<file path="config.mk">
export PLATFORM = sky130hd
export DESIGN_NAME = coord_box_writer_flat
export DESIGN_NICKNAME = d
export VERILOG_FILES = /design/src/rtl/coord_box_writer_pkg.sv /design/src/rtl/coord_box_writer_if.sv /design/src/rtl/coord_box_writer_stabilizer.sv /design/src/rtl/coord_box_writer.sv /design/src/flat_wrapper.sv
export SDC_FILE = /design/constraint.sdc
export NUM_CORES = 1
export LEC_CHECK = 0
export CORE_MARGIN = 3
export CORE_UTILIZATION = 40
export DETAILED_ROUTE_END_ITERATION = 7
export PLACE_DENSITY_LB_ADDON = 0.15
export SLEW_MARGIN = 40
export SYNTH_ARGS = -nofsm -noshare
export SYNTH_HDL_FRONTEND = slang
export SYNTH_SLANG_ARGS = --single-unit
</file>
<file path="constraint.sdc">
create_clock -name clk -period 8.3 [get_ports clk]
set_input_delay 1.66 -clock clk [delete_from_list [all_inputs] [get_ports clk]]
set_output_delay 1.66 -clock clk [all_outputs]
set_load 0.01 [all_outputs]
</file>
<file path="src/rtl/coord_box_writer_pkg.sv">
// Shared types and helpers for the coordinate marker writer.
//   state_e    : update sequencer states
//   PIX_BYTES  : bytes per RGB565 pixel
//   clamp_coord: unsigned min(v, lim), truncated to 16 bits
//   pix_addr   : byte address of pixel (px+c, py+r) in a row-major frame
package coord_box_pkg;

   typedef enum logic [1:0] {
      IDLE  = 2'd0,
      ERASE = 2'd1,
      DRAW  = 2'd2,
      DONE  = 2'd3
   } state_e;

   localparam logic [31:0] PIX_BYTES = 32'd2;

   // lim always fits the frame, so the 16-bit result is exact
   function automatic logic [15:0] clamp_coord(input logic [31:0] v, input logic [31:0] lim);
      return (v > lim) ? lim[15:0] : v[15:0];
   endfunction

   function automatic logic [31:0] pix_addr(input logic [31:0] base,
                                            input logic [31:0] hres,
                                            input logic [15:0] px,
                                            input logic [15:0] py,
                                            input logic [4:0]  r,
                                            input logic [4:0]  c);
      logic [31:0] row;
      logic [31:0] col;
      row = {16'd0, py} + {27'd0, r};
      col = {16'd0, px} + {27'd0, c};
      return base + (row * hres + col) * PIX_BYTES;
   endfunction

endpackage

</file>
<file path="src/rtl/coord_box_writer_if.sv">
// Avalon-MM write-master bundle for the frame-buffer port.
//   avm_address     : byte address of the pixel
//   avm_write       : write request
//   avm_writedata   : RGB565 pixel
//   avm_byteenable  : both bytes enabled
//   avm_waitrequest : slave stall
interface coord_box_writer_if;
   logic [31:0] avm_address;
   logic        avm_write;
   logic [15:0] avm_writedata;
   logic [1:0]  avm_byteenable;
   logic        avm_waitrequest;

   modport master (
      output avm_address, avm_write, avm_writedata, avm_byteenable,
      input  avm_waitrequest
   );

   modport slave (
      input  avm_address, avm_write, avm_writedata, avm_byteenable,
      output avm_waitrequest
   );
endinterface

</file>
<file path="src/rtl/coord_box_writer_stabilizer.sv">
// Registers the raw coordinate pair, counts how long it has stayed put and
// clamps it so a full marker fits inside the frame.
//   clk, reset       : clock, async active-high reset
//   x_coord, y_coord : raw PIO coordinates
//   nx, ny           : clamped version of the registered pair
//   stable           : one-cycle pulse once the pair has been identical for
//                      STABLE_CYCLES samples
import coord_box_pkg::*;

module coord_stabilizer #(
   parameter int H_RES         = 640,
   parameter int V_RES         = 480,
   parameter int BOX           = 4,
   parameter int STABLE_CYCLES = 4
) (
   input  logic        clk,
   input  logic        reset,
   input  logic [31:0] x_coord,
   input  logic [31:0] y_coord,
   output logic [15:0] nx,
   output logic [15:0] ny,
   output logic        stable
);

   localparam int CW = $clog2(STABLE_CYCLES + 1);

   logic [31:0]   x_q, y_q;
   logic [CW-1:0] cnt_q, cnt_d;

   // Saturating one above the stable value makes "stable" a single pulse per
   // settled pair, so a held pair cannot relaunch after it has been drawn.
   always_comb begin
      cnt_d = cnt_q;
      if (x_coord != x_q || y_coord != y_q)
         cnt_d = '0;
      else if (cnt_q != CW'(STABLE_CYCLES))
         cnt_d = cnt_q + 1'b1;
   end

   always_ff @(posedge clk or posedge reset) begin
      if (reset) begin
         x_q   <= '0;
         y_q   <= '0;
         cnt_q <= '0;
      end else begin
         x_q   <= x_coord;
         y_q   <= y_coord;
         cnt_q <= cnt_d;
      end
   end

   assign stable = (cnt_q == CW'(STABLE_CYCLES - 1));
   assign nx     = clamp_coord(x_q, 32'(H_RES - BOX));
   assign ny     = clamp_coord(y_q, 32'(V_RES - BOX));

endmodule

</file>
<file path="src/rtl/coord_box_writer.sv">
// Draws a BOX x BOX marker at the latest stable coordinate pair, erasing the
// previous marker first.
//   clk, reset         : clock, async active-high reset
//   x_coord, y_coord   : raw PIO coordinates
//   enable             : permits new pairs to launch an update
//   fg_color, bg_color : marker and erase colours (RGB565)
//   avm                : Avalon-MM write master to the frame buffer
//   busy               : update in progress
//   draw_count         : completed updates, wrapping
//
// state | meaning
// IDLE  | waiting for an enabled, stable, new position
// ERASE | repainting the previous marker in bg colour
// DRAW  | painting the new marker in fg colour
// DONE  | one cycle: commit position, bump draw_count
import coord_box_pkg::*;

module coord_box_writer #(
   parameter int          H_RES         = 640,
   parameter int          V_RES         = 480,
   parameter int          BOX           = 4,
   parameter logic [31:0] BASE_ADDR     = 32'h0000_0000,
   parameter int          STABLE_CYCLES = 4
) (
   input  logic                      clk,
   input  logic                      reset,
   input  logic [31:0]               x_coord,
   input  logic [31:0]               y_coord,
   input  logic                      enable,
   input  logic [15:0]               fg_color,
   input  logic [15:0]               bg_color,
   coord_box_writer_if.master        avm,
   output logic                      busy,
   output logic [15:0]               draw_count
);

   localparam logic [4:0] LAST = 5'(BOX - 1);

   logic [15:0] nx, ny;
   logic        stable;

   state_e      state_q, state_d;
   logic [4:0]  r_q, r_d, c_q, c_d;
   logic [15:0] px_q, px_d, py_q, py_d;
   logic [15:0] cur_x_q, cur_x_d, cur_y_q, cur_y_d;
   logic [15:0] fg_q, fg_d, bg_q, bg_d;
   logic        has_drawn_q, has_drawn_d;
   logic [15:0] draw_count_q, draw_count_d;

   coord_stabilizer #(
      .H_RES(H_RES), .V_RES(V_RES), .BOX(BOX), .STABLE_CYCLES(STABLE_CYCLES)
   ) u_stab (
      .clk(clk), .reset(reset), .x_coord(x_coord), .y_coord(y_coord),
      .nx(nx), .ny(ny), .stable(stable)
   );

   always_comb begin
      state_d      = state_q;
      r_d          = r_q;
      c_d          = c_q;
      px_d         = px_q;
      py_d         = py_q;
      cur_x_d      = cur_x_q;
      cur_y_d      = cur_y_q;
      fg_d         = fg_q;
      bg_d         = bg_q;
      has_drawn_d  = has_drawn_q;
      draw_count_d = draw_count_q;
      case (state_q)
         IDLE: begin
            if (enable && stable && (!has_drawn_q || nx != cur_x_q || ny != cur_y_q)) begin
               px_d    = nx;
               py_d    = ny;
               fg_d    = fg_color;
               bg_d    = bg_color;
               r_d     = '0;
               c_d     = '0;
               state_d = has_drawn_q ? ERASE : DRAW;
            end
         end
         ERASE, DRAW: begin
            if (!avm.avm_waitrequest) begin
               if (c_q == LAST) begin
                  c_d = '0;
                  if (r_q == LAST) begin
                     r_d     = '0;
                     state_d = (state_q == ERASE) ? DRAW : DONE;
                  end else begin
                     r_d = r_q + 5'd1;
                  end
               end else begin
                  c_d = c_q + 5'd1;
               end
            end
         end
         DONE: begin
            cur_x_d      = px_q;
            cur_y_d      = py_q;
            has_drawn_d  = 1'b1;
            draw_count_d = draw_count_q + 16'd1;
            state_d      = IDLE;
         end
         default: state_d = IDLE;
      endcase
   end

   always_ff @(posedge clk or posedge reset) begin
      if (reset) begin
         state_q      <= IDLE;
         r_q          <= '0;
         c_q          <= '0;
         px_q         <= '0;
         py_q         <= '0;
         cur_x_q      <= '0;
         cur_y_q      <= '0;
         fg_q         <= '0;
         bg_q         <= '0;
         has_drawn_q  <= 1'b0;
         draw_count_q <= '0;
      end else begin
         state_q      <= state_d;
         r_q          <= r_d;
         c_q          <= c_d;
         px_q         <= px_d;
         py_q         <= py_d;
         cur_x_q      <= cur_x_d;
         cur_y_q      <= cur_y_d;
         fg_q         <= fg_d;
         bg_q         <= bg_d;
         has_drawn_q  <= has_drawn_d;
         draw_count_q <= draw_count_d;
      end
   end

   // Bus outputs decode straight from registered state, so they hold
   // unchanged through a stall and drop to idle values the moment reset hits.
   always_comb begin
      avm.avm_write     = 1'b0;
      avm.avm_address   = '0;
      avm.avm_writedata = '0;
      case (state_q)
         ERASE: begin
            avm.avm_write     = 1'b1;
            avm.avm_address   = pix_addr(BASE_ADDR, 32'(H_RES), cur_x_q, cur_y_q, r_q, c_q);
            avm.avm_writedata = bg_q;
         end
         DRAW: begin
            avm.avm_write     = 1'b1;
            avm.avm_address   = pix_addr(BASE_ADDR, 32'(H_RES), px_q, py_q, r_q, c_q);
            avm.avm_writedata = fg_q;
         end
         default: ;
      endcase
   end

   assign avm.avm_byteenable = 2'b11;
   assign busy               = (state_q != IDLE);
   assign draw_count         = draw_count_q;

endmodule

</file>
<file path="src/flat_wrapper.sv">
// flat-port wrapper written by rule: the top's interface ports become plain ports
module coord_box_writer_flat 
#(
   parameter int          H_RES         = 640,
   parameter int          V_RES         = 480,
   parameter int          BOX           = 4,
   parameter logic [31:0] BASE_ADDR     = 32'h0000_0000,
   parameter int          STABLE_CYCLES = 4
)
  (clk, reset, x_coord, y_coord, enable, fg_color, bg_color, busy, draw_count, avm_avm_address, avm_avm_write, avm_avm_writedata, avm_avm_byteenable, avm_avm_waitrequest);
  coord_box_writer_if avm_i ();
  input  logic clk;
  input  logic reset;
  input  logic [31:0] x_coord;
  input  logic [31:0] y_coord;
  input  logic enable;
  input  logic [15:0] fg_color;
  input  logic [15:0] bg_color;
  output logic busy;
  output logic [15:0] draw_count;
  output wire logic [$bits(avm_i.avm_address)-1:0] avm_avm_address;
  output wire logic [$bits(avm_i.avm_write)-1:0] avm_avm_write;
  output wire logic [$bits(avm_i.avm_writedata)-1:0] avm_avm_writedata;
  output wire logic [$bits(avm_i.avm_byteenable)-1:0] avm_avm_byteenable;
  input wire logic [$bits(avm_i.avm_waitrequest)-1:0] avm_avm_waitrequest;
  assign avm_avm_address = avm_i.avm_address;
  assign avm_avm_write = avm_i.avm_write;
  assign avm_avm_writedata = avm_i.avm_writedata;
  assign avm_avm_byteenable = avm_i.avm_byteenable;
  assign avm_i.avm_waitrequest = avm_avm_waitrequest;
  coord_box_writer #(.H_RES(H_RES), .V_RES(V_RES), .BOX(BOX), .BASE_ADDR(BASE_ADDR), .STABLE_CYCLES(STABLE_CYCLES)) u_core (.clk(clk), .reset(reset), .x_coord(x_coord), .y_coord(y_coord), .enable(enable), .fg_color(fg_color), .bg_color(bg_color), .avm(avm_i), .busy(busy), .draw_count(draw_count));
endmodule
</file>
-- Word-level counts from Yosys, hierarchy flattened
Cells that the tools add are included.
- flip-flop bits (word level): 192
- bits of input ports: 100
- output and inout port bits: 68
- logic and storage cells: 80
- add/subtract/negate cells: 10
- multiply operators: 2
- order comparisons: 2
- eq/ne operators: 15
- mux-type cells: 22
- reduce and logical (&&, ||, !) cells: 15
- operators by type and width (operator ; number):
    16-bit by 5-bit adder with 17-bit output ; 4
    32-bit by 3-bit multiplier with 24-bit output (second input constant) ; 2
    32-bit inequality test ; 2
    32-bit one-hot mux with 2 select lines ; 1
    31-bit adder ; 2
    32-bit by 10-bit greater-than comparator with 1-bit output (second input constant) ; 1
    32-bit by 9-bit greater-than comparator with 1-bit output (second input constant) ; 1
    16-bit 2-to-1 mux ; 2
    16-bit inequality test ; 2
    16-bit one-hot mux with 2 select lines ; 1
    5-bit 2-to-1 mux ; 6
    5-bit one-hot mux with 2 select lines ; 2
    16-bit by 1-bit adder with 16-bit output (second input constant) ; 1
    5-bit by 1-bit adder with 5-bit output (second input constant) ; 2
    5-bit by 2-bit equality test with 1-bit output (second input constant) ; 2
    2-bit 2-to-1 mux ; 5
    4-bit AND reduction ; 2
    3-bit 2-to-1 mux ; 2
    2-bit by 1-bit inequality test with 1-bit output (second input constant) ; 3
    2-bit one-hot mux with 3 select lines ; 1
    2-bit nonzero test ; 3
    2-bit equality test (second input constant) ; 2
    3-bit by 1-bit adder with 3-bit output (second input constant) ; 1
    3-bit by 2-bit equality test with 1-bit output (second input constant) ; 1
    11 further kinds ; 15

-- Logic depth before layout (Yosys ltp)
Gate-level depths: netlist of the first run.
- depth after elaboration: 8
- depth in mapped cells: 24
- depth with buffers taken out: 24

-- By module
Synthesis of the first run repeated with hierarchy kept, for this count alone.
- cell total of the unflattened synthesis: 1288
- area, all modules: 13111.3 µm²
- by module, submodules not included (module ; times used ; cells each ; area each (µm²) ; sequential area each (µm²)):
    coord_box_writer ; 1 ; 1065 ; 10254.8 ; 3128.0
    coord_stabilizer ; 1 ; 223 ; 2856.5 ; 1676.6

-- Worst setup path before layout of the first run
Ideal clock, no wire load.
- path kind: reg-to-output
- start: register u_core.cur_y_q[0]
- end: output port avm_avm_address[27]
- arrival: 4.755 ns
- required time: 6.640 ns
- path slack: 1.885 ns
- cell stages (with the launch flop): 24
- buffers on the path: 0
- cells stage by stage: dfrtp_1 -> ha_1 -> inv_1 -> fa_1 -> nor2b_1 -> o21a_1 -> o21ai_0 -> a21boi_0 -> xor2_1 -> ha_1 -> ha_1 -> a21o_1 -> a21o_1 -> nor2_1 -> xnor2_1 -> ha_1 -> nand4_1 -> nor4_1 -> nor3_1 -> nor3_1 -> nand4_1 -> a2111oi_0 -> nor2_1 -> o22ai_1
- word-level cells in the longest chain between the ends: 4
- ends and longest elaborated chain (what ; RTL line ; text):
    start: declaration ; coord_box_writer.sv:45 ; logic [15:0] cur_x_q, cur_x_d, cur_y_q, cur_y_d;
    start signal: assignment ; coord_box_writer.sv:127 ; cur_y_q <= cur_y_d;
    16-bit by 5-bit adder with 17-bit output ; coord_box_writer_pkg.sv:30 ; row = {16'd0, py} + {27'd0, r};
    32-bit by 3-bit multiplier with 24-bit output ; coord_box_writer_pkg.sv:32 ; return base + (row * hres + col) * PIX_BYTES;
    31-bit adder ; coord_box_writer_pkg.sv:32 ;
    32-bit one-hot mux with 2 select lines ; coord_box_writer.sv:141 ; case (state_q)
    end: declaration ; flat_wrapper.sv:21 ; output wire logic [$bits(avm_i.avm_address)-1:0] avm_avm_address;
No other way between the ends.

-- Final worst setup path of the first run
- start: register u_core.cur_y_q[0]
- end: output port avm_avm_address[25]
The elaborated chain is that of the path after synthesis.

==> results of run 1 <==
where the power goes:
part           internal, µW  switching, µW
Combinational           146            130
Clock                   464            409
Sequential              961           38.6
sequential cells by signal, summed over array words and instances, names as in the netlist:
signal and flops:
u_core.u_stab.x_q 32, u_core.u_stab.y_q 32, u_core.bg_q 16, u_core.cur_x_q 16, u_core.cur_y_q 16, u_core.draw_count 16, u_core.fg_q 16, u_core.px_q 16
u_core.py_q 16, u_core.c_q 5, u_core.r_q 5, u_core.u_stab.cnt_q 3, u_core.state_q 2, u_core.has_drawn_q 1
layer usage:
layer	global-route usage (%)	routed length [µm]	vias up
met5	0	0	-
met4	5.03	558	0
met3	3.56	1410	33
met2	31.3	15300	225
met1	25.8	15700	4837
li1	-	-	5044
layout by cell type, fill, tap and decap left out, drive strengths merged, types with 24 or more instances in the layout:
master         synthesis  final
xor2                  43     43
inv                   39     44
o21ai                 52     52
nor2                  96     96
ha                   112    112
a21oi                 57     57
nand3                 37     37
a21o                  31     31
mux2                  64     64
nand2                 98     98
a22oi                 36     36
clkdlybuf4s50          0    160
nor4                  24     24
xnor2                156    156
nand4                 39     39
dfrtp                192    192
what timing repair did:
action	in CTS	in global routing
setup endpoints to repair	0	2
gates resized for setup	0	7
hold endpoints to repair	0	0
final cells by class:
cell class              count  area [µm²]  share of cell area, %
well taps                 435         544                   3.46
repair buffers            166        1660                   10.6
multi-input cells        1059        7930                   50.5
clock buffers              18         439                   2.80
inverters                  39         159                   1.01
flip-flops and latches    192        4810                   30.6
clock inverters            13         173                   1.10
critical path: cells and delay by family (launching register included):
family | cells | cell delay (ns)
adders and majority gates | 5 | 1.60
xor gates and xnor gates | 2 | 0.35
and+or+nand+nor | 8 | 1.61
buffers and inverters | 2 | 0.60
AOI/OAI and AO/OA | 7 | 1.06
DFF | 1 | 0.42
kinds of logic (layout without fill, tap and decap cells):
kind of cell	Yosys count	in the layout
and+or+nand+nor	411	411
AOI/OAI and AO/OA	254	254
xor gates and xnor gates	199	199
DFF	192	192
adders and majority gates	120	120
buffers and inverters	91	236
muxes	68	68
other	2	7
worst paths after layout:
check | endpoint
worst max-delay path | avm_avm_address[25]
worst min-delay path | u_core.draw_count[15]
worst max register to register | u_core.bg_q[3]
worst min register to register | u_core.draw_count[15]
max in group asynchronous | u_core.draw_count[3]
min in group asynchronous | u_core.u_stab.x_q[16]
metrics by stage:
step	hold slack (ns)	setup WS, ns	cells
2_1_floorplan	0.451	1.41	1342
3_3_place_gp	0.465	0.950	1890
3_5_place_dp	0.473	0.821	1891
4_1_cts	0.487	0.288	1922
5_1_grt	0.512	0.0193	1922
6_report	0.479	0.526	1922
==> summary.txt, run 1 <==
STA
  – Final hold violation count: 0
  – Total negative slack: 0 ns
  – Max transition margin: 52.5%
  – Fin. max-slew vios: 0
  – Final setup viols: 0
  – Max Fclk: 0.129 GHz
  – Fin crit share: 93.7%
  – Worst-margin pin slew: 0.705 ns
  – Fin crit period: 7.77 ns
  – RSZ-0062 raised after global routing: false
  – Clock skew: 0.0128 ns

Worst setup path
  – Reg2reg setup slack: 4.28 ns
  – Crit path kind: flop to primary output
  – WP data arrival: 6.11 ns
  – Critical path, cell by cell: ha_1 > inv_1 > fa_1 > nor2b_1 > o21a_1 > o21ai_0 > a21boi_1 > xor2_1 > ha_1 > ha_1 > a21o_1 > a21o_1 > nor2_1 > xnor2_1 > ha_1 > nand4_1 > nor4_2 > nor3_1 > nor3_2 > nand4_1 > or3_1 > a21o_1 > o21ai_0 > clkdlybuf4s50_1
  – Critical Path Most Common Cell: ha_1
  – Crit-path max cell delay: 0.55 ns
  – CP max stage cell: clkdlybuf4s50_1
  – R2r startpoint: u_core.u_stab.x_q[29]
  – Crit path launch type: flop
  – CP Capture Type: primary output
  – Max FO, Critical Path: 6
  – R2R depth: 9
  – WP data required: 6.64 ns
  – Crit. Startpoint: u_core.cur_y_q[0]

Die
  – Die Height: 187 µm
  – Die ar.: 34,900 µm²
  – CORE AREA: 31,900 µm²
  – Die W: 187 µm
  – Cell Rows: 65
  – IO Count: 168
  – Initial Util: 41.0%

Global routing
  – Global-route wire length before repair: 53,900 µm
  – Initial antenna violation count: 0
  – Total GRT Usage: 19.0%
  – Vias in the first global route: 10.3k
  – GR Overflow Total: 0
  – Largest net degree at the start of global routing: 128

Synth
  – Synth unique cells: 75
  – Ys async rst share: 100%
  – YS warnings: 0
  – List of most frequent post-synthesis cells: 192 x dfrtp_1, 156 x xnor2_1, 112 x ha_1
  – Post-Synth Adder-Cell Area: 11.9%
  – Post-synth EDFFs: 0
  – Synth Area per Inst: 9.78 µm²
  – Main flop type after synthesis: dfrtp_1
  – Largest family of logic cells by synthesized area: simple AND/OR/NAND/NOR gates
  – Compound-gate portion of the synthesized area: 13.1%
  – Simple-Gate Fraction of Synth Area: 15.9%
  – Post-synthesis xor/xnor area fraction: 13.3%
  – Cell taking the most area after synthesis: dfrtp_1
  – Yosys top cell area share: 36.7%
  – Flops & latches, synth: 192
  – Count leader, synth: dfrtp_1
  – Seq/Total Area, Yosys: 36.7%
  – Cells after synthesis: 1,337
  – Cell Area, Synth: 13,100 µm²
  – Mux share of post-synthesis cell area: 5.82%
  – Dominant cells by area after synthesis: dfrtp_1 37%, ha_1 11%, xnor2_1 10%, mux2_2 4.8%, xor2_1 2.9%

Pwr
  – Max VDD drop: 0.000149 V
  – Total power: 2150 µW
  – Power Dens Cells: 137 nW/µm²
  – Pleak: 0.00711 µW

Route
  – Initial drt markers: 545
  – Final WL: 33,000 µm
  – Pre-Repair DR Iteration Count: 5
  – Vias per inst: 5.28
  – Antenna Nets Post-Route: 0
  – DRC: 0
  – Via count: 10.1k
  – Drt wl/cell: 17.2 µm

Clocking
  – # clock sinks: 192
  – Num CTS Buffers: 17
  – CTS tree: yes
  – Post-CTS setup repair buffer count: 0
  – Clk_lat worst skew: 0.45 ns
  – Clk slew on worst S/H paths: 0.07 ns
  – # hold bufs at CTS: 0
  – H-tree level count: 4
  – Root Buffer: clkbuf_16
  – Clk buf depth: 2

Run status
  – Status: finished, final reports clean

Placed design
  – Placement-stage cell area: 15,100 µm²
  – Post-DP HPWL: 26,000 µm
  – Buffers on Ports: 160
  – RD Place Congestion: 0.841

Worst hold path
  – Hold path start: u_core.draw_count[15]
  – Hold Crit Class: flop to flop
  – Hold Path Depth: 1

Finish
  – Layout cells sized above 1: 8.14%
  – Final Instance Area: 15,700 µm²
  – Utilization after layout: 49.3%
  – Fill count: 2,976
  – Layout area overhead: 20.1%
  – Layout net count: 1,695
  – Diode count: 0

Run
  – Max-cap violations: 0
Note: power is estimated with default switching activity, not from simulation.
==> run 2, diff against run 1 <==
--- a/config.mk
+++ b/config.mk
@@ -7,6 +7,7 @@
 export LEC_CHECK = 0
 export CORE_MARGIN = 3
 export CORE_UTILIZATION = 40
+export CTS_CLUSTER_SIZE = 8
 export DETAILED_ROUTE_END_ITERATION = 7
 export PLACE_DENSITY_LB_ADDON = 0.15
 export SLEW_MARGIN = 40
==> results of run 2 <==
Same layout as run 1: the final DEF is identical, and so are final timing and power.
